### src/rtl/step_ctrl_pkg.sv
// Shared types for the core run/step controller: FSM state encoding and status widths.
// Pure declarations, no logic; no latency, no backpressure.
package step_ctrl_pkg;

   localparam int PULSE_CNT_W = 16;

   typedef enum logic [1:0] {
      HALT = 2'd0,
      RUN  = 2'd1,
      STEP = 2'd2
   } state_t;

   // Terminal prescaler value for a divide ratio, sized to the prescaler width.
   function automatic int unsigned div_top(input int unsigned div);
      return div - 1;
   endfunction

endpackage

### src/rtl/rise_detect.sv
// Registered rising-edge detector; rise is combinational from d and the 1-cycle history.
// History resets to 1 so a level held through reset never reports an edge; no backpressure.
module rise_detect (
   input  logic clk,
   input  logic reset,
   input  logic d,
   output logic rise
);

   logic prev;

   always_ff @(posedge clk) begin
      if (reset) begin
         prev <= 1'b1;
      end else begin
         prev <= d;
      end
   end

   assign rise = d & ~prev;

endmodule

### src/rtl/core_step_ctrl.sv
// Run/halt/single-step clock-enable generator for the core, with pulse count and heartbeat status.
// core_en registered: one cycle after a sampled step edge, DIV cycles after RUN entry; no backpressure.
module core_step_ctrl
   import step_ctrl_pkg::*;
#(
   parameter int SLOW_DIV = 4194304,
   parameter int FAST_DIV = 262144,
   parameter int DIV_W    = 23
) (
   input  logic                   clk,
   input  logic                   reset,
   input  logic                   btn_run,
   input  logic                   btn_step,
   input  logic                   btn_fast,
   input  logic                   halt_req,
   output logic                   core_en,
   output logic                   running,
   output logic [PULSE_CNT_W-1:0] pulse_cnt,
   output logic                   heartbeat
);

   localparam logic [DIV_W-1:0] SLOW_TOP = DIV_W'(div_top(SLOW_DIV));
   localparam logic [DIV_W-1:0] FAST_TOP = DIV_W'(div_top(FAST_DIV));

   state_t             state;
   state_t             state_nxt;
   logic [DIV_W-1:0]   presc;
   logic [DIV_W-1:0]   presc_nxt;
   logic [DIV_W-1:0]   top_sel;
   logic               en_nxt;
   logic               run_rise;
   logic               step_rise;
   logic               tick;

   rise_detect u_run_rise (
      .clk   (clk),
      .reset (reset),
      .d     (btn_run),
      .rise  (run_rise)
   );

   rise_detect u_step_rise (
      .clk   (clk),
      .reset (reset),
      .d     (btn_step),
      .rise  (step_rise)
   );

   // >= rather than == so a slow->fast switch past the fast terminal fires at once.
   assign top_sel = btn_fast ? FAST_TOP : SLOW_TOP;
   assign tick    = (presc >= top_sel);

   always_comb begin
      state_nxt = state;
      presc_nxt = presc;
      en_nxt    = 1'b0;
      case (state)
         HALT: begin
            if (run_rise && !halt_req) begin
               state_nxt = RUN;
               presc_nxt = '0;
            end else if (step_rise) begin
               state_nxt = STEP;
               en_nxt    = 1'b1;
            end
         end
         STEP: begin
            state_nxt = HALT;
         end
         RUN: begin
            // Exit takes priority: a tick coinciding with the exit decision is dropped.
            if (run_rise || halt_req) begin
               state_nxt = HALT;
            end else if (tick) begin
               presc_nxt = '0;
               en_nxt    = 1'b1;
            end else begin
               presc_nxt = presc + DIV_W'(1);
            end
         end
         default: begin
            state_nxt = HALT;
         end
      endcase
   end

   always_ff @(posedge clk) begin
      if (reset) begin
         state     <= HALT;
         presc     <= '0;
         core_en   <= 1'b0;
         running   <= 1'b0;
         pulse_cnt <= '0;
         heartbeat <= 1'b0;
      end else begin
         state   <= state_nxt;
         presc   <= presc_nxt;
         core_en <= en_nxt;
         running <= (state_nxt == RUN);
         if (core_en) begin
            pulse_cnt <= pulse_cnt + PULSE_CNT_W'(1);
            heartbeat <= ~heartbeat;
         end
      end
   end

endmodule
### config.mk
export PLATFORM = sky130hd
export DESIGN_NAME = core_step_ctrl
export DESIGN_NICKNAME = d
export VERILOG_FILES = /design/src/rtl/step_ctrl_pkg.sv /design/src/rtl/rise_detect.sv /design/src/rtl/core_step_ctrl.sv
export SDC_FILE = /design/constraint.sdc
export NUM_CORES = 1
export LEC_CHECK = 0
export ABC_AREA = 1
export CAP_MARGIN = 0
export CORE_MARGIN = 8
export CORE_UTILIZATION = 57
export CTS_BUF_LIST = sky130_fd_sc_hd__clkbuf_4 sky130_fd_sc_hd__clkbuf_8 sky130_fd_sc_hd__clkbuf_16
export DETAILED_ROUTE_END_ITERATION = 16
export HOLD_SLACK_MARGIN = 0.1
export PLACE_DENSITY = 0.8
export RECOVER_POWER = 100
export REMOVE_ABC_BUFFERS = 1
export SLEW_MARGIN = 10
export SYNTH_ARGS = -nofsm -noshare
export SYNTH_HDL_FRONTEND = slang
export SYNTH_SLANG_ARGS = --single-unit
export TNS_END_PERCENT = 100
### constraint.sdc
create_clock -name clk -period 2.05 [get_ports clk]
set_input_delay 0.41 -clock clk [delete_from_list [all_inputs] [get_ports clk]]
set_output_delay 0.41 -clock clk [all_outputs]
set_load 0.005 [all_outputs]
Yosys cells after proc, flatten, opt, wreduce, memory -nomap -nowiden
Cells that the tools add are included.
{"block": "classes", "addsub": 2, "mul": 0, "div": 0, "order_cmp": 1, "eq_ne": 4, "n_shift": 0, "n_mux": 14, "bitwise_logic": 5, "n_reduce_logical": 6}
{"operator": "two-way mux 23 bit", "count": 3}
{"operator": "case mux 23 bit (2 select lines)", "count": 1}
{"operator": "adder 23 x 1 -> 23 bit (second input constant)", "count": 1}
{"operator": ">= comparator 23 x 22 -> 1 bit", "count": 1}
{"operator": "two-way mux 22 bit", "count": 1}
{"operator": "adder 16 x 1 -> 16 bit (second input constant)", "count": 1}
{"operator": "two-way mux 2 bit", "count": 3}
{"operator": "equality test 2 x 1 -> 1 bit (second input constant)", "count": 2}
{"operator": "two-way mux 1 bit", "count": 4}
{"operator": "inequality test 2 bit (second input constant)", "count": 2}
{"operator": "case mux 2 bit (2 select lines)", "count": 1}
{"operator": "inverter 1 bit", "count": 3}
{"operator": "AND reduction 3 bit", "count": 1}
{"operator": "AND 1 bit", "count": 2}
{"operator": "logical NOT 2 bit", "count": 1}
{"operator": "case mux 1 bit (2 select lines)", "count": 1}
{"operator": "nonzero test 2 bit", "count": 1}
{"operator": "logical AND 1 bit", "count": 1}
{"operator": "logical NOT 1 bit", "count": 1}
{"operator": "logical OR 1 bit", "count": 1}
{"block": "word_totals", "reg_bits": 46, "latch_bits": 0, "mem_bits_rw": 0, "romBits": 0, "in_bits": 6, "out_inout_bits": 19, "word_cells": 40, "memories": 0}

Depth between registers and ports, before layout
{"block": "depth", "word_depth": 6, "mapped_depth": 13, "mapped_depth_nobuf": 12}

Modules after synthesis
Synthesis repeated with hierarchy kept, for this count alone.
{"block": "unflattened", "hier_cells": 381, "area_unflattened_um2": 2471.1}
{"module": "core_step_ctrl", "instances": 1, "cells_per_inst": 371, "area_per_inst_um2": 2396.0, "seq_area_each_um2": 880.8}
{"module": "rise_detect", "instances": 2, "cells_per_inst": 5, "area_per_inst_um2": 37.5, "seq_area_each_um2": 20.0}

Worst setup path after synthesis
OpenSTA, ideal clock, no wires.
{"block": "synth_timing", "kind": "input-to-reg", "from": "in btn_fast", "to": "reg presc[10]", "setup_ps": 62, "t_arrival_ps": 1629, "required_time_ps": 1988, "path_slack_ps": 359, "cell_stages": 13, "n_path_buf": 1, "cell_sequence": "ha_1 > nand2_1 > nand2_1 > nand2_1 > nand2_1 > nor2_1 > nand2_2 > nor2_4 > nand2_2 > nand2_2 > nand2_4 > buf_12 > nor2_2"}
{"block": "synth_between", "elab_chain_cells": 5}
{"item": "from (decl)", "line": "core_step_ctrl.sv:14", "rtl": "input logic btn_fast,"}
{"item": "two-way mux 22 bit", "line": "core_step_ctrl.sv:50", "rtl": "assign top_sel = btn_fast ? FAST_TOP : SLOW_TOP;"}
{"item": ">= comparator 23 x 22 -> 1 bit", "line": "core_step_ctrl.sv:51", "rtl": "assign tick = (presc >= top_sel);"}
{"item": "two-way mux 23 bit", "line": "core_step_ctrl.sv:74", "rtl": "end else if (tick) begin"}
{"item": "two-way mux 23 bit", "line": "core_step_ctrl.sv:72", "rtl": "if (run_rise || halt_req) begin"}
{"item": "case mux 23 bit (2 select lines)", "line": "core_step_ctrl.sv:57", "rtl": "case (state)"}
{"item": "to (signal assigned)", "line": "core_step_ctrl.sv:97", "rtl": "presc <= presc_nxt;"}
{"item": "to (decl)", "line": "core_step_ctrl.sv:27", "rtl": "logic [DIV_W-1:0] presc;"}
No other way between the ends. The select of a mux whose other input is x is not followed.
A chain may end at the register's enable or synchronous reset.

Worst setup path in the final report
{"block": "layout_timing", "from": "reg core_en", "to": "out core_en"}
{"item": "from (decl)", "line": "core_step_ctrl.sv:16", "rtl": "output logic core_en,"}
{"item": "from (signal assigned)", "line": "core_step_ctrl.sv:98", "rtl": "core_en <= en_nxt;"}
No word-level cell between the ends.

==> reports/metrics.csv <==
metric;value;unit
post-route minimum period;1.84;ns
Max-cap violations;0;
CTS tree;yes;
CP required;1.64;ns
I/O Buffers;24;
CP Data Arrival Time;1.43;ns
Ports;25;
Peak VDD IR;0.382;mV
Final Cycle Share;89.6;%
WL per Instance;12.2;um
post-synthesis cell count;371;
CTS Buf Count;5;
sequential cell area;921;um^2
Post-synth top flop;dfxtp_1;
ys async rst share;0;%
Pleak;1.17;nW
DRT iter0 DRCs;136;
Via Count;2334;
Routed WL;5520;um
commonest non-fill, non-tap cell in the layout;nand2_1;
Mapped Area;2520;um^2
Die Span Y;82.5;um
DRC;0;
Final #Nets;412;
Power Density;538;nW/um^2
layout cells sized above 1;8.98;%
Top delay family on crit path;buffers and inverters;
Area Overhead vs Synth;14.5;%
Syn Area/Cell;6.80;um^2
final cell count without fillers;453;
clock skew;0.00425;ns
clock sinks;46;
synth warn;0;
placed cells;445;
vias per std cell;5.15;
vias in the first global route;2155;
GPL Wtd Cong;0.958;
CTS clk-pin slew, worst paths;0.08;ns
status;completed;
Setup crit end kind;output pin;
cells along the critical path;dlygate4sd3_1;
measured slew at the worst slew-check pin;0.743;ns
Clock Path Buffers;2;
PostCTS Resize Cnt;0;
grt ovf;0;
initial antenna violation count;0;
RSZ-0062 raised after global routing;no;
Post-Route Utilization;66.8;%
CP startpoint kind;flop;
Hold-fix buffers, CTS;0;
Post-synth EDFFs;0;
area of the multi-input gates;1360;um^2
Die X;82.5;um
global-route wire length before repair;9170;um
Slew headroom;50.5;%
final hold vios;0;
commonest non-fill, non-tap cells in the layout;nand2_1 (89), nor2_1 (62), inv_1 (47);
HPWL after DPL;4070;um
drt first pass iters;4;
start point of the critical path;core_en$_SDFF_PP0_;
post-synthesis sequential element count;46;
Crit-path slowest cell;dlygate4sd3_1;
largest net degree at the start of global routing;18;
core area;4320;um^2
Crit Path Max Fanout;9;
Distinct cells, synth;29;
n_diodes;0;
clk_lat worst skew;0.30;ns
H-tree depth;2;
HP Class;reg -> reg;
Die ar.;6810;um^2
Final Slew Violations;0;
Root Buffer;clkbuf_8;
Final setup viols;0;
r2r startpoint;presc[20]$_SDFFE_PP0P_;
initial core utilization;58.3;%
Seq/Total Area, Yosys;36.5;%
Rows;24;
CP Buf/Inv Count;1;
Post-CTS Setup Repair Bufs;0;
fillers;401;
Critical Path Max Stage Delay;0.63;ns
Post-DRT Antenna Nets;0;
critical path class;reg -> out;
GRT Total Usage;17.3;%
hold path start;pulse_cnt[9]$_SDFFE_PP0P_;
maximum clock frequency;544;MHz
-- state kept, by name, indices dropped and copies added, names as in the netlist --
register          cells
presc                23
core_en               1
state                 2
heartbeat             1
u_run_rise.prev       1
pulse_cnt            16
u_step_rise.prev      1
running               1
-- cells by family (layout without fill, tap and decap cells) --
family / after synthesis / after routing / synth area share (%)
buffers and inverters: 54 / 84 / 9.08
adders and majority gates: 6 / 6 / 2.98
xor gates and xnor gates: 13 / 13 / 4.51
AOI/OAI and AO/OA: 36 / 36 / 7.59
DFF: 46 / 46 / 36.5
and+or+nand+nor: 216 / 216 / 39.3
-- Yosys cell counts (3+ instances only) --
master / number / area share [%]
nor2_1: 58 / 8.6
a21oi_1: 19 / 3.8
inv_1: 47 / 7.0
nor2_4: 5 / 2.2
nand3b_1: 3 / 0.89
nand3_1: 24 / 4.8
nand2_1: 88 / 13
nor3_1: 5 / 0.99
xnor2_1: 7 / 2.4
o21ai_0: 11 / 2.2
xor2_1: 6 / 2.1
nor2_2: 11 / 2.7
dfxtp_1: 46 / 37
ha_1: 6 / 3.0
nand4_1: 9 / 2.2
nand2_2: 9 / 2.2
-- metal layers --
| layer | track usage, % | share of wire, % | vias to the layer above |
|---|---|---|---|
| met2 | 30.1 | 47 | 49 |
| met5 | 0 | 0 | - |
| met1 | 19.8 | 46 | 1049 |
| li1 | - | - | 1226 |
| met4 | 7.07 | 1.6 | 0 |
| met3 | 4.11 | 4.8 | 10 |
-- worst paths after layout --
kind,to,slack [ns],depth (start not counted)
hold reg to reg,pulse_cnt[9]$_SDFFE_PP0P_,0.48,2
hold / removal,pulse_cnt[9]$_SDFFE_PP0P_,0.48,2
setup reg to reg,presc[13]$_SDFFE_PP0P_,0.24,12
setup / recovery,core_en,0.21,1
-- worst min-delay path, stage by stage, from the launching register on --
cell and delay [ns]:
dfxtp_1 0.34, inv_1 0.06, a21oi_1 0.05
-- metrics by stage --
stage               power (W)  setup WS, ns  cell area [um^2]  setup TNS, ns  hold WS [ns]
detailed placement    0.00100        -0.220              2810          -3.97         0.467
CTS                   0.00157        0.0941              2910              0         0.484
global placement      0.00100        -0.125              2810          -2.11         0.467
floorplan            0.000964         0.401              2470              0         0.463
global route          0.00161        0.0626              2890              0         0.523
finish                0.00156         0.212              2890              0         0.481
-- final cells by class --
cell class,count,share of cell area [%]
clock buffers,6,2.86
clock inverters,2,0.433
inverters,47,6.11
multi-input cells,271,46.9
flip-flops and latches,46,31.9
well taps,52,2.25
repair buffers,29,9.57
-- where the power goes --
part | internal (W) | switching (W) | total [W]
Sequential | 0.000900 | 0.00000527 | 0.000905
Clock | 0.000271 | 0.000306 | 0.000577
Combinational | 0.0000280 | 0.0000451 | 0.0000731
No activity file was read; power rests on OpenSTA's default activity.
